--- src/rtl/mux3_rr_arbiter_pkg.sv ---
// Shared definitions for the three-way round-robin arbiter.
//   state_t        : arbiter FSM state (IDLE / GRANT)
//   SEL_A/B/C      : select encodings matching the downstream Mux_3to1
//   sel_to_onehot  : converts a select code into a one-hot grant vector
package mux3_rr_arbiter_pkg;

   typedef logic [0:0] state_t;

   localparam state_t IDLE  = 1'b0;
   localparam state_t GRANT = 1'b1;

   localparam logic [1:0] SEL_A = 2'b00;
   localparam logic [1:0] SEL_B = 2'b01;
   localparam logic [1:0] SEL_C = 2'b10;

   function automatic logic [2:0] sel_to_onehot(input logic [1:0] s);
      logic [2:0] oh;
      oh = 3'b000;
      case (s)
         SEL_A:   oh = 3'b001;
         SEL_B:   oh = 3'b010;
         SEL_C:   oh = 3'b100;
         default: oh = 3'b000;
      endcase
      return oh;
   endfunction

endpackage

--- src/rtl/mux3_rr_arbiter_if.sv ---
// Bus between the three requesters and the arbiter.
//   req     : one request bit per requester
//   gnt     : one-hot grant, registered; zero when idle
//   sel     : Mux_3to1 select, registered; never 2'b11
//   busy    : any grant active
//   preempt : single-cycle pulse when a grant is revoked by the hold limit
//   state   : arbiter FSM state, exported for observation
// Handshake: a requester raises req[i] and keeps it high for the whole
// transaction; it owns the shared resource for every cycle in which gnt[i]
// is high and ends the transaction by dropping req[i]. A revoked requester
// may keep req[i] high and simply waits for its next grant.
interface mux3_rr_arbiter_if;
   import mux3_rr_arbiter_pkg::*;

   logic [2:0] req;
   logic [2:0] gnt;
   logic [1:0] sel;
   logic       busy;
   logic       preempt;
   state_t     state;

   modport master (output req, input gnt, sel, busy, preempt, state);
   modport slave  (input req, output gnt, sel, busy, preempt, state);
endinterface

--- src/rtl/mux3_rr_arbiter_rr_pick3.sv ---
// Rotating-priority encoder for three requesters.
//   req   : request vector
//   last  : index of the previous owner; scanning starts at (last+1) mod 3
//   owner : selected requester index
//   found : high when any request is present
module rr_pick3
   import mux3_rr_arbiter_pkg::*;
(
   input  logic [2:0] req,
   input  logic [1:0] last,
   output logic [1:0] owner,
   output logic       found
);

   always_comb begin
      owner = SEL_A;
      found = |req;
      case (last)
         2'd0: begin
            if (req[1])      owner = SEL_B;
            else if (req[2]) owner = SEL_C;
            else             owner = SEL_A;
         end
         2'd1: begin
            if (req[2])      owner = SEL_C;
            else if (req[0]) owner = SEL_A;
            else             owner = SEL_B;
         end
         default: begin
            if (req[0])      owner = SEL_A;
            else if (req[1]) owner = SEL_B;
            else             owner = SEL_C;
         end
      endcase
   end

endmodule

--- src/rtl/mux3_rr_arbiter.sv ---
// Round-robin arbiter sharing one Mux_3to1 datapath between three requesters.
//   clk, rst_n : clock (rising edge) and asynchronous active-low reset
//   bus        : slave side of mux3_rr_arbiter_if (req in; gnt, sel, busy,
//                preempt, state out)
//   MAX_HOLD   : cycles an owner may keep the grant while another request
//                waits; 0 disables preemption
// Every ownership change passes through one IDLE cycle with gnt=0.
module mux3_rr_arbiter
   import mux3_rr_arbiter_pkg::*;
#(
   parameter int MAX_HOLD = 16
) (
   input  logic                 clk,
   input  logic                 rst_n,
   mux3_rr_arbiter_if.slave     bus
);

   // Width kept at least 1 so MAX_HOLD=0 still elaborates.
   localparam int CNT_W = (MAX_HOLD > 0) ? $clog2(MAX_HOLD + 1) : 1;
   localparam logic [CNT_W-1:0] HOLD_SAT  = CNT_W'(MAX_HOLD);
   localparam logic [CNT_W-1:0] HOLD_LAST = CNT_W'((MAX_HOLD > 0) ? MAX_HOLD - 1 : 0);

   state_t           state;
   logic [1:0]       last;
   logic [CNT_W-1:0] cnt;
   logic [2:0]       gnt_r;
   logic [1:0]       sel_r;
   logic             busy_r;
   logic             preempt_r;

   logic [1:0]       pick;
   logic             found;
   logic             owner_req;
   logic             others_req;
   logic             hold_hit;

   rr_pick3 u_pick (
      .req   (bus.req),
      .last  (last),
      .owner (pick),
      .found (found)
   );

   // gnt is the owner's one-hot in GRANT, so masking with it isolates the
   // owner's request from everybody else's.
   assign owner_req  = |(bus.req & gnt_r);
   assign others_req = |(bus.req & ~gnt_r);
   // ">=" rather than "==": once the counter has saturated, a late competitor
   // must still preempt on the next edge.
   assign hold_hit   = (MAX_HOLD != 0) && (cnt >= HOLD_LAST);

   always_ff @(posedge clk or negedge rst_n) begin
      if (!rst_n) begin
         state     <= IDLE;
         last      <= 2'd2;
         cnt       <= '0;
         gnt_r     <= 3'b000;
         sel_r     <= SEL_A;
         busy_r    <= 1'b0;
         preempt_r <= 1'b0;
      end else begin
         preempt_r <= 1'b0;
         case (state)
            IDLE: begin
               // sel holds while idle so the mux input does not toggle.
               if (found) begin
                  gnt_r  <= sel_to_onehot(pick);
                  sel_r  <= pick;
                  busy_r <= 1'b1;
                  cnt    <= '0;
                  state  <= GRANT;
               end
            end
            default: begin
               if (cnt != HOLD_SAT) cnt <= cnt + 1'b1;
               if (!owner_req) begin
                  gnt_r  <= 3'b000;
                  busy_r <= 1'b0;
                  last   <= sel_r;
                  state  <= IDLE;
               end else if (hold_hit && others_req) begin
                  gnt_r     <= 3'b000;
                  busy_r    <= 1'b0;
                  preempt_r <= 1'b1;
                  last      <= sel_r;
                  state     <= IDLE;
               end
            end
         endcase
      end
   end

   assign bus.gnt     = gnt_r;
   assign bus.sel     = sel_r;
   assign bus.busy    = busy_r;
   assign bus.preempt = preempt_r;
   assign bus.state   = state;

endmodule
--- src/flat_wrapper.sv ---
// flat-port wrapper written by rule: the top's interface ports become plain ports
module mux3_rr_arbiter_flat import mux3_rr_arbiter_pkg::*;
#(
   parameter int MAX_HOLD = 16
)
  (clk, rst_n, bus_req, bus_gnt, bus_sel, bus_busy, bus_preempt, bus_state);
  mux3_rr_arbiter_if bus_i ();
  input  logic clk;
  input  logic rst_n;
  input wire logic [$bits(bus_i.req)-1:0] bus_req;
  output wire logic [$bits(bus_i.gnt)-1:0] bus_gnt;
  output wire logic [$bits(bus_i.sel)-1:0] bus_sel;
  output wire logic [$bits(bus_i.busy)-1:0] bus_busy;
  output wire logic [$bits(bus_i.preempt)-1:0] bus_preempt;
  output wire logic [$bits(bus_i.state)-1:0] bus_state;
  assign bus_i.req = bus_req;
  assign bus_gnt = bus_i.gnt;
  assign bus_sel = bus_i.sel;
  assign bus_busy = bus_i.busy;
  assign bus_preempt = bus_i.preempt;
  assign bus_state = bus_i.state;
  mux3_rr_arbiter #(.MAX_HOLD(MAX_HOLD)) u_core (.clk(clk), .rst_n(rst_n), .bus(bus_i));
endmodule
--- config.mk ---
export PLATFORM = sky130hd
export DESIGN_NAME = mux3_rr_arbiter_flat
export DESIGN_NICKNAME = d
export VERILOG_FILES = /design/src/rtl/mux3_rr_arbiter_pkg.sv /design/src/rtl/mux3_rr_arbiter_if.sv /design/src/rtl/mux3_rr_arbiter_rr_pick3.sv /design/src/rtl/mux3_rr_arbiter.sv /design/src/flat_wrapper.sv
export SDC_FILE = /design/constraint.sdc
export NUM_CORES = 1
export LEC_CHECK = 0
export ABC_AREA = 0
export BUFFER_PORTS_ARGS = -buffer_cell sky130_fd_sc_hd__clkbuf_2
export CAP_MARGIN = 25
export CORE_MARGIN = 2
export CORE_UTILIZATION = 56
export CTS_BUF_LIST = sky130_fd_sc_hd__clkbuf_4 sky130_fd_sc_hd__clkbuf_8
export CTS_CLUSTER_SIZE = 10
export DETAILED_ROUTE_END_ITERATION = 7
export PLACE_DENSITY = 0.82
export SLEW_MARGIN = 10
export SYNTH_ARGS = -nofsm -noshare
export SYNTH_HDL_FRONTEND = slang
export SYNTH_SLANG_ARGS = --single-unit
--- constraint.sdc ---
create_clock -name clk -period 2.51 [get_ports clk]
set_input_delay 0.1255 -clock clk [delete_from_list [all_inputs] [get_ports clk]]
set_output_delay 0.1255 -clock clk [all_outputs]
set_load 0.005 [all_outputs]
### Word-level counts from Yosys, hierarchy flattened

Cells that the tools add are included.

* bits in registers: 15
* output and inout bits: 8
* bits of input ports: 5

* equality and inequality tests: 7
* reduce and logical (&&, ||, !) cells: 11
* multiplexer cells: 28
* add/sub/neg operators: 1
* order comparisons: 1
* bitwise gates (word level): 4

Operators by type and width (number)
* 2-to-1 mux 5 bit: 3
* 2-to-1 mux 2 bit: 7
* 2-to-1 mux 1 bit: 12
* 2-to-1 mux 3 bit: 4
* one-hot mux 3 bit (3 select lines): 1
* OR reduction 3 bit: 3
* AND reduction 2 bit: 4
* AND 3 bit: 2
* adder 5 x 1 -> 5 bit, second input constant: 1
* greater-or-equal comparator 5 x 4 -> 1 bit, second input constant: 1
* != test 5 bit, second input constant: 1
* equality test 2 x 1 -> 1 bit, second input constant: 2
* logical NOT 2 bit: 2
* != test 2 bit, second input constant: 2
* one-hot mux 2 bit (2 select lines): 1
* != test 3 bit, second input constant: 1
* NOT 3 bit: 1
* equality test 2 bit, second input constant: 1
* nonzero test 2 bit: 1
* logical AND 1 bit: 1
* NOT 1 bit: 1

### Logic depth before layout (Yosys ltp)

Gate-level depths: netlist of run 1.

* depth after elaboration: 7
* depth in mapped cells: 7
* mapped depth without buffers: 7

### Modules after synthesis

From an unflattened synthesis of run 1, not the netlist that was laid out.

* cells, all modules: 84
* area total of the unflattened synthesis: 832.0 sq um

By module, submodules not included
* mux3_rr_arbiter: area an instance 775.7 sq um, sequential area each 376.6 sq um, cells an instance 74, times used 1
* rr_pick3: area an instance 56.3 sq um, sequential area each 0.0 sq um, cells an instance 10, times used 1

### Worst setup path after synthesis of run 1

OpenSTA, ideal clock, no wires.

* path kind: reg-to-reg
* from: register u_core.cnt[0]
* to: register u_core.last[0]
* cell stages (with the launch flop): 8
* data arrival time: 1.679 ns
* library setup time: 0.128 ns
* setup slack: 0.703 ns
* period minus slack after synthesis: 1.807 ns
* cell sequence: dfrtp_1 > ha_1 > and3_1 > ha_1 > nor2_1 > a32oi_2 > o21ai_1 > mux2_1

* word-level cells in the longest chain between the ends: 4

RTL lines
* from (decl): line mux3_rr_arbiter.sv:25 `logic [CNT_W-1:0] cnt;`
* from (signal assigned): line mux3_rr_arbiter.sv:75 `if (cnt != HOLD_SAT) cnt <= cnt + 1'b1;`
* greater-or-equal comparator 5 x 4 -> 1 bit: line mux3_rr_arbiter.sv:50 `assign hold_hit = (MAX_HOLD != 0) && (cnt >= HOLD_LAST);`
* logical AND 1 bit: line mux3_rr_arbiter.sv:81 `end else if (hold_hit && others_req) begin`
* != test 2 bit (no line)
* AND reduction 2 bit (no line)
* to (signal assigned): line mux3_rr_arbiter.sv:79 `last <= sel_r;`
* to (signal assigned): line mux3_rr_arbiter.sv:85 `last <= sel_r;`
* to (decl): line mux3_rr_arbiter.sv:24 `logic [1:0] last;`

Every way passes these cells.
A chain may end at the register's enable or synchronous reset.

### Final worst setup path of run 1

Same ends and word-level chain as after synthesis.

==> impl_metrics.env, run 1 <==
export IMPL_power_density_nw_per_um2=1150
export IMPL_fin_hold_ws_ns=0.214
export IMPL_reg2reg_slack_ns=0.58
export IMPL_grt_max_degree=16
export IMPL_finClkSkew_ns=0.00374
export IMPL_diodes=0
export IMPL_ys_warn_count=0
export IMPL_clk_latency_ns=0.28
export IMPL_critical_path_arrival_ns=2.10
export IMPL_finalWeightedCongestion=0.796
export IMPL_setup_ws_ns=0.577
export IMPL_clock_sinks=15
export IMPL_setup_viol=0
export IMPL_synth_edf_count=0
export IMPL_cts_setup_buffers=0
export IMPL_cap_violations=0
export IMPL_cts_made_buffers=3
export IMPL_netlist_area_leader_share=0.457
export IMPL_hold_viol_final=0
export IMPL_dp_hpwl_mm=1.22
export IMPL_root_buffer="clkbuf_4"
export IMPL_postRouteAntennaNets=0
export IMPL_p_leak_nw=0.416
export IMPL_drtIter0Drc=9
export IMPL_rsz0062_at_grt="no"
export IMPL_async_flop_share=1.00
export IMPL_fin_crit_ns=1.93
export IMPL_holdPathStages=3
export IMPL_portBuffers=12
export IMPL_grt_ovfl_total=0
export IMPL_worstSetupPathType="register to register"
export IMPL_antenna_found_initial=0
export IMPL_ios=13
export IMPL_yosys_area_top_type="dfrtp_1"
export IMPL_hp_class="primary input to register"
export IMPL_stdcell_area_sq_um=881
export IMPL_fin_setup_tns_ns=0
export IMPL_placed_area_sq_um=841
export IMPL_synthFlopType="dfrtp_1"
export IMPL_ys_ff_latch=15
export IMPL_worst_ep_required_time_ns=2.67
export IMPL_r2r_end="u_core.last[0]"
export IMPL_grt_pass1_wl_mm=2.33
export IMPL_timing_rr_start="u_core.cnt[0]"
export IMPL_instances_no_fill=106
export IMPL_status="finished clean"
export IMPL_ctsResizeCount=0
export IMPL_period_share=0.770
export IMPL_synth_cell_types=31
export IMPL_clkSlewWorstSetupHoldPaths_ns=0.09
export IMPL_worst_pin_slew_ns=0.566
export IMPL_ir_drop_v=0.000699
export IMPL_die_y_um=41.0
export IMPL_relSlewSlack=0.623
export IMPL_synth_nets=83
export IMPL_max_freq_mhz=517
export IMPL_start_util=0.597
export IMPL_start_kind="register"
export IMPL_final_nets=100
export IMPL_reg2regPathDepth=7
export IMPL_synth_seq_area_share=0.491
export IMPL_wl_per_cell_um=15.2
export IMPL_place_inst=101
export IMPL_drt_pass1_iterations=4
export IMPL_syn_area_sq_um=767
export IMPL_syn_to_final_growth_pct=14.8
export IMPL_dieWidth_um=41.0
export IMPL_crit_start="u_core.cnt[0]"
export IMPL_drc=0
export IMPL_grt_pass1_vias=523
export IMPL_num_vias=652
export IMPL_detail_route_wirelength_mm=1.61
export IMPL_htreeDepth=1
export IMPL_vias_per_cell=6.15
export IMPL_clock_path_buffers=2
export IMPL_critPathCaptureType="register"
export IMPL_maxSlewViolCount=0
export IMPL_pre_cts_slack_ns=0.575
export IMPL_grt_usage=0.217
export IMPL_dieArea_sq_um=1680
export IMPL_core_sq_um=1280
export IMPL_synthCells=75
export IMPL_crit_end="u_core.last[0]"
export IMPL_drive_gt1_frac=0.220
export IMPL_crit_fanout=5
export IMPL_cts_tree="built"
export IMPL_syn_avg_cell_area_sq_um=10.2
export IMPL_synthTopCellsByArea="dfrtp_1, ha_1, nor2_1"
export IMPL_rows=13
## where the power goes
group,internal (W),switching [W]
sequential,0.000346,0.000119
clock,0.0000724,0.0000719
combinational,0.000194,0.000212
## placed cells by master, fill, tap and decap left out, types with 3 or more instances in the layout
cell      count
nor2_1       10
dfrtp_1      14
clkbuf_4      4
nand2_1       4
ha_1          3
nand2b_1      4
a22o_1        3
o21ai_1       3
inv_1         5
clkbuf_2     12
## area by class of cell
type / instances / area [sq um]
multi-input cells: 54 / 367
well taps: 15 / 18.8
flip-flops and latches: 15 / 377
fillers: 101 / 404
clock buffers: 4 / 30.0
repair buffers: 13 / 70.1
inverters: 5 / 18.8
## critical path, stage by stage, from the launching register on
cell and delay [ns]:
dfrtp_1 0.43, ha_1 0.24, and3_1 0.19, ha_1 0.19, nor2_1 0.10, a32oi_2 0.09
o21ai_1 0.23, mux2_1 0.35
## metrics by stage
| step | utilization | power (W) |
|---|---|---|
| final | 0.685 | 0.00102 |
| after CTS | 0.685 | 0.00101 |
| after global routing | 0.685 | 0.00109 |
| after global placement | 0.654 | 0.000844 |
| after detailed placement | 0.654 | 0.000868 |
| after floorplan | - | 0.000722 |
## how the worst min path moves through the flow
stage / startpoint / end / slack [ns]
floorplan: rst_n / u_core.bus.busy / -0.17
global placement: rst_n / u_core.cnt[2] / 0.05
detailed placement: rst_n / u_core.cnt[2] / 0.05
CTS: bus_req[0] / u_core.bus.gnt[0] / 0.21
global route: bus_req[0] / u_core.bus.gnt[0] / 0.23
finish: bus_req[2] / u_core.bus.sel[1] / 0.21
## repair_timing
item                                   CTS  global route
endpoints found under the hold margin   14             0
hold buffers                             1             0
setup endpoints to repair                0             0
## per-layer routing
layer / wire length (um) / GRT usage / vias to the layer above
li1: - / - / 308
met3: 70 / 0.0489 / 0
met1: 752 / 0.316 / 320
met2: 786 / 0.313 / 24
met4: 0 / 0.0750 / 0
met5: 0 / 0 / -
## cells by family after synthesis
family	count (synthesis)	synth area share
XOR/XNOR	1	0.0114
AND/OR/NAND/NOR	29	0.191
multiplexers	3	0.0440
AO/OA/AOI/OAI	18	0.183
flip-flops	15	0.491
adder cells (fa/ha/maj)	3	0.0489
buffers and inverters	6	0.0310
## sequential cells by signal, indices dropped and copies added (netlist names)
name                flops
u_core.cnt              5
u_core.bus.gnt          3
u_core.bus.sel          2
u_core.last             2
u_core.bus.busy         1
u_core.bus.preempt      1
u_core.bus.state        1
## cell usage after synthesis (2+ instances only)
library cell	number
dfrtp_1	14
nor2_1	10
inv_1	5
nand2_1	4
nand2b_1	4
a22o_1	3
ha_1	3
o21ai_1	3
a21oi_1	2
mux2_1	2
nand3b_1	2
nor2b_1	2
nor3_1	2
o211ai_1	2
Power figures use the tool's default switching activity.
==> run 2, diff against run 1 <==
Settings changed: ABC_AREA 0 to 1, CORE_UTILIZATION 56 to 51, PLACE_DENSITY 0.82 to 0.78.
Clock period 2.51 ns to 1.6 ns, I/O delays scaled along.
==> run 2 against run 1 <==
Effect of this change: synthesized area up 4.4%; combinational power is 95% higher; setup slack got worse by 0.54 ns; largest cell class is now multi-input gates; critical path type unchanged.
==> impl_metrics.env, run 2 <==
export IMPL_timing_rr_start="u_core.cnt[1]"
export IMPL_cts_setup_buffers=0
export IMPL_crit_buf_inv=0
export IMPL_drive_gt1_frac=0.339
export IMPL_hp_class="primary input to register"
export IMPL_synth_common_cells="nand2_1, dfrtp_1, nand3_1"
export IMPL_dp_hpwl_mm=1.21
export IMPL_synthFlopType="dfrtp_1"
export IMPL_start_util=0.538
export IMPL_yosysMostFrequentCell="nand2_1"
export IMPL_final_cell_mix="nand2_1, dfrtp_1, clkbuf_2, nand3_1, inv_1"
export IMPL_drtIter0Drc=16
export IMPL_worst_pin_slew_ns=0.395
export IMPL_power_w=0.00172
export IMPL_rsz0062_at_grt="yes"
export IMPL_core_sq_um=1490
export IMPL_p_leak_nw=0.495
export IMPL_vias_per_cell=5.22
export IMPL_netSwitchingPower_w=0.000757
export IMPL_rows=14
export IMPL_fin_crit_ns=1.56
export IMPL_worst_ep_required_time_ns=1.80
export IMPL_synth_nets=106
export IMPL_grt_max_degree=16
export IMPL_placed_area_sq_um=898
export IMPL_cp_slowest_cell="dfrtp_1"
export IMPL_synth_fa_ha_area_frac=0.0469
export IMPL_synthTopCellsByArea="dfrtp_1, nand2_1, nand3_1"
export IMPL_min_delay_start="bus_req[2]"
export IMPL_antenna_found_initial=0
export IMPL_ys_warn_count=0
export IMPL_cap_violations=0
export IMPL_largest_register="u_core.cnt"
export IMPL_pre_cts_slack_ns=0.0270
export IMPL_seqPwrFrac=0.395
export IMPL_htreeDepth=1
export IMPL_period_share=0.974
export IMPL_synthCells=98
export IMPL_synth_top_family_by_area="simple AND/OR/NAND/NOR gates"
export IMPL_synthSimpleGateAreaFrac=0.273
export IMPL_critPathCaptureType="register"
export IMPL_syn_to_final_growth_pct=19.8
export IMPL_cts_made_buffers=3
export IMPL_max_freq_mhz=642
export IMPL_synthXorXnorAreaFrac=0
export IMPL_drc=0
export IMPL_clkSlewWorstSetupHoldPaths_ns=0.10
export IMPL_clock_sinks=15
export IMPL_crit_fanout=5
export IMPL_finClkSkew_ns=0.00802
export IMPL_maxSlewViolCount=0
export IMPL_yosys_area_top_type="dfrtp_1"
export IMPL_synth_edf_count=0
export IMPL_ir_drop_v=0.000824
export IMPL_ys_ff_latch=15
export IMPL_num_vias=699
export IMPL_portBuffers=12
export IMPL_root_buffer="clkbuf_4"
export IMPL_start_kind="register"
export IMPL_power_frac_clock=0.144
export IMPL_die_y_um=43.6
export IMPL_dieArea_sq_um=1900
export IMPL_grt_usage=0.193
export IMPL_syn_area_sq_um=801
export IMPL_async_flop_share=1.00
export IMPL_setup_ws_ns=0.0414
export IMPL_wl_per_cell_um=12.3
export IMPL_finalWeightedCongestion=0.865
export IMPL_power_density_nw_per_um2=1790
export IMPL_relSlewSlack=0.737
export IMPL_netlist_area_leader_share=0.438
export IMPL_setup_viol=0
export IMPL_final_nets=127
export IMPL_synthMuxAreaShare=0
export IMPL_largest_register_ffs=5
export IMPL_synth_compound_area_share=0.133
export IMPL_diodes=0
export IMPL_drt_pass1_iterations=6
export IMPL_stdcell_area_sq_um=960
export IMPL_postRouteAntennaNets=0
export IMPL_crit_start="u_core.cnt[1]"
export IMPL_clock_path_buffers=2
export IMPL_hold_viol_final=0
export IMPL_sw_frac_of_total=0.441
export IMPL_grt_pass1_vias=656
export IMPL_dieWidth_um=43.6
export IMPL_grt_pass1_wl_mm=2.66
export IMPL_fin_setup_tns_ns=0
export IMPL_status="finished clean"
export IMPL_path_cells="ha_2, nand2_2, nor2_2, ha_2, nor2_2, nand2_1, nand2_1, nand2_2, nand2_4, nand2_2, nand2_1, nand2_1"
export IMPL_final_common_cell="nand2_1"
export IMPL_critical_path_arrival_ns=1.76
export IMPL_ios=13
export IMPL_crit_top_cell="nand2_1"
export IMPL_grt_ovfl_total=0
export IMPL_clk_latency_ns=0.30
export IMPL_synth_cell_types=21
export IMPL_detail_route_wirelength_mm=1.64
export IMPL_max_stage_delay_ns=0.40
export IMPL_crit_family="simple AND/OR/NAND/NOR gates"
export IMPL_p_comb_frac=0.461
export IMPL_p_int_w=0.000960
export IMPL_cts_tree="built"
export IMPL_syn_avg_cell_area_sq_um=8.17
export IMPL_worstSetupPathType="register to register"
export IMPL_synth_seq_area_share=0.470
run 2: path summary, 6_finish.rpt:
kind,end,slack [ns],cells after the start
min in group asynchronous,u_core.bus.preempt,0.21,2
max in group asynchronous,u_core.last[1],1.09,2
worst min-delay path,u_core.bus.busy,0.18,3
worst min register to register,u_core.bus.busy,0.49,2
worst max-delay path,u_core.bus.gnt[0],0.04,12
worst max register to register,u_core.bus.gnt[0],0.04,12
run 2: logic make-up (layout without fill, tap and decap cells):
| group | count (synthesis) | in the layout |
|---|---|---|
| and+or+nand+nor | 48 | 49 |
| DFF | 15 | 15 |
| adders and majority gates | 3 | 3 |
| AOI/OAI and AO/OA | 16 | 16 |
| buffers and inverters | 16 | 35 |
run 2: tightest hold or removal path, delay by kind of cell:
| kind | cells | cell delay, ns |
|---|---|---|
| AO/OA/AOI/OAI | 1 | 0.13 |
| buffers and inverters | 1 | 0.15 |
| AND/OR/NAND/NOR | 1 | 0.08 |
run 2: metal layers:
metal | vias up | track usage | part of all wire
li1 | 360 | - | -
met1 | 314 | 0.236 | 0.46
met2 | 22 | 0.324 | 0.47
met3 | 3 | 0.0250 | 0.044
met4 | 0 | 0.109 | 0.019
met5 | - | 0 | 0
run 2: power groups by stage:
| stage | Clock, W | Combinational [W] | Sequential [W] |
|---|---|---|---|
| 6_report | 0.000247 | 0.000792 | 0.000678 |
| 4_1_cts | 0.000248 | 0.000766 | 0.000671 |
| 3_5_place_dp | 0 | 0.000762 | 0.000678 |
| 2_1_floorplan | 0 | 0.000529 | 0.000642 |
| 5_1_grt | 0.000263 | 0.000884 | 0.000701 |
| 3_3_place_gp | 0 | 0.000724 | 0.000668 |
run 2: stage by stage:
step / cells / utilization / hold WS [ns]
global route: 134 / 0.645 / 0.199
detailed placement: 128 / 0.603 / 0.00647
floorplan: 98 / - / -0.216
global placement: 128 / 0.603 / 0.00646
finish: 134 / 0.645 / 0.184
CTS: 133 / 0.630 / 0.183
run 2: what timing repair did:
| action | CTS | global route |
|---|---|---|
| endpoints found under the hold margin | 15 | 0 |
| hold buffers | 1 | 0 |
| endpoints found under the setup margin | 0 | 7 |
| resized for setup | 0 | 6 |
run 2: area by class of cell:
type,instances,area (sq um)
Clock buffer,4,30.0
Fill cell,130,529
Inverter,15,56.3
Multi-Input combinational cell,68,384
Sequential cell,15,377
Tap cell,16,20.0
Timing Repair Buffer,16,92.6
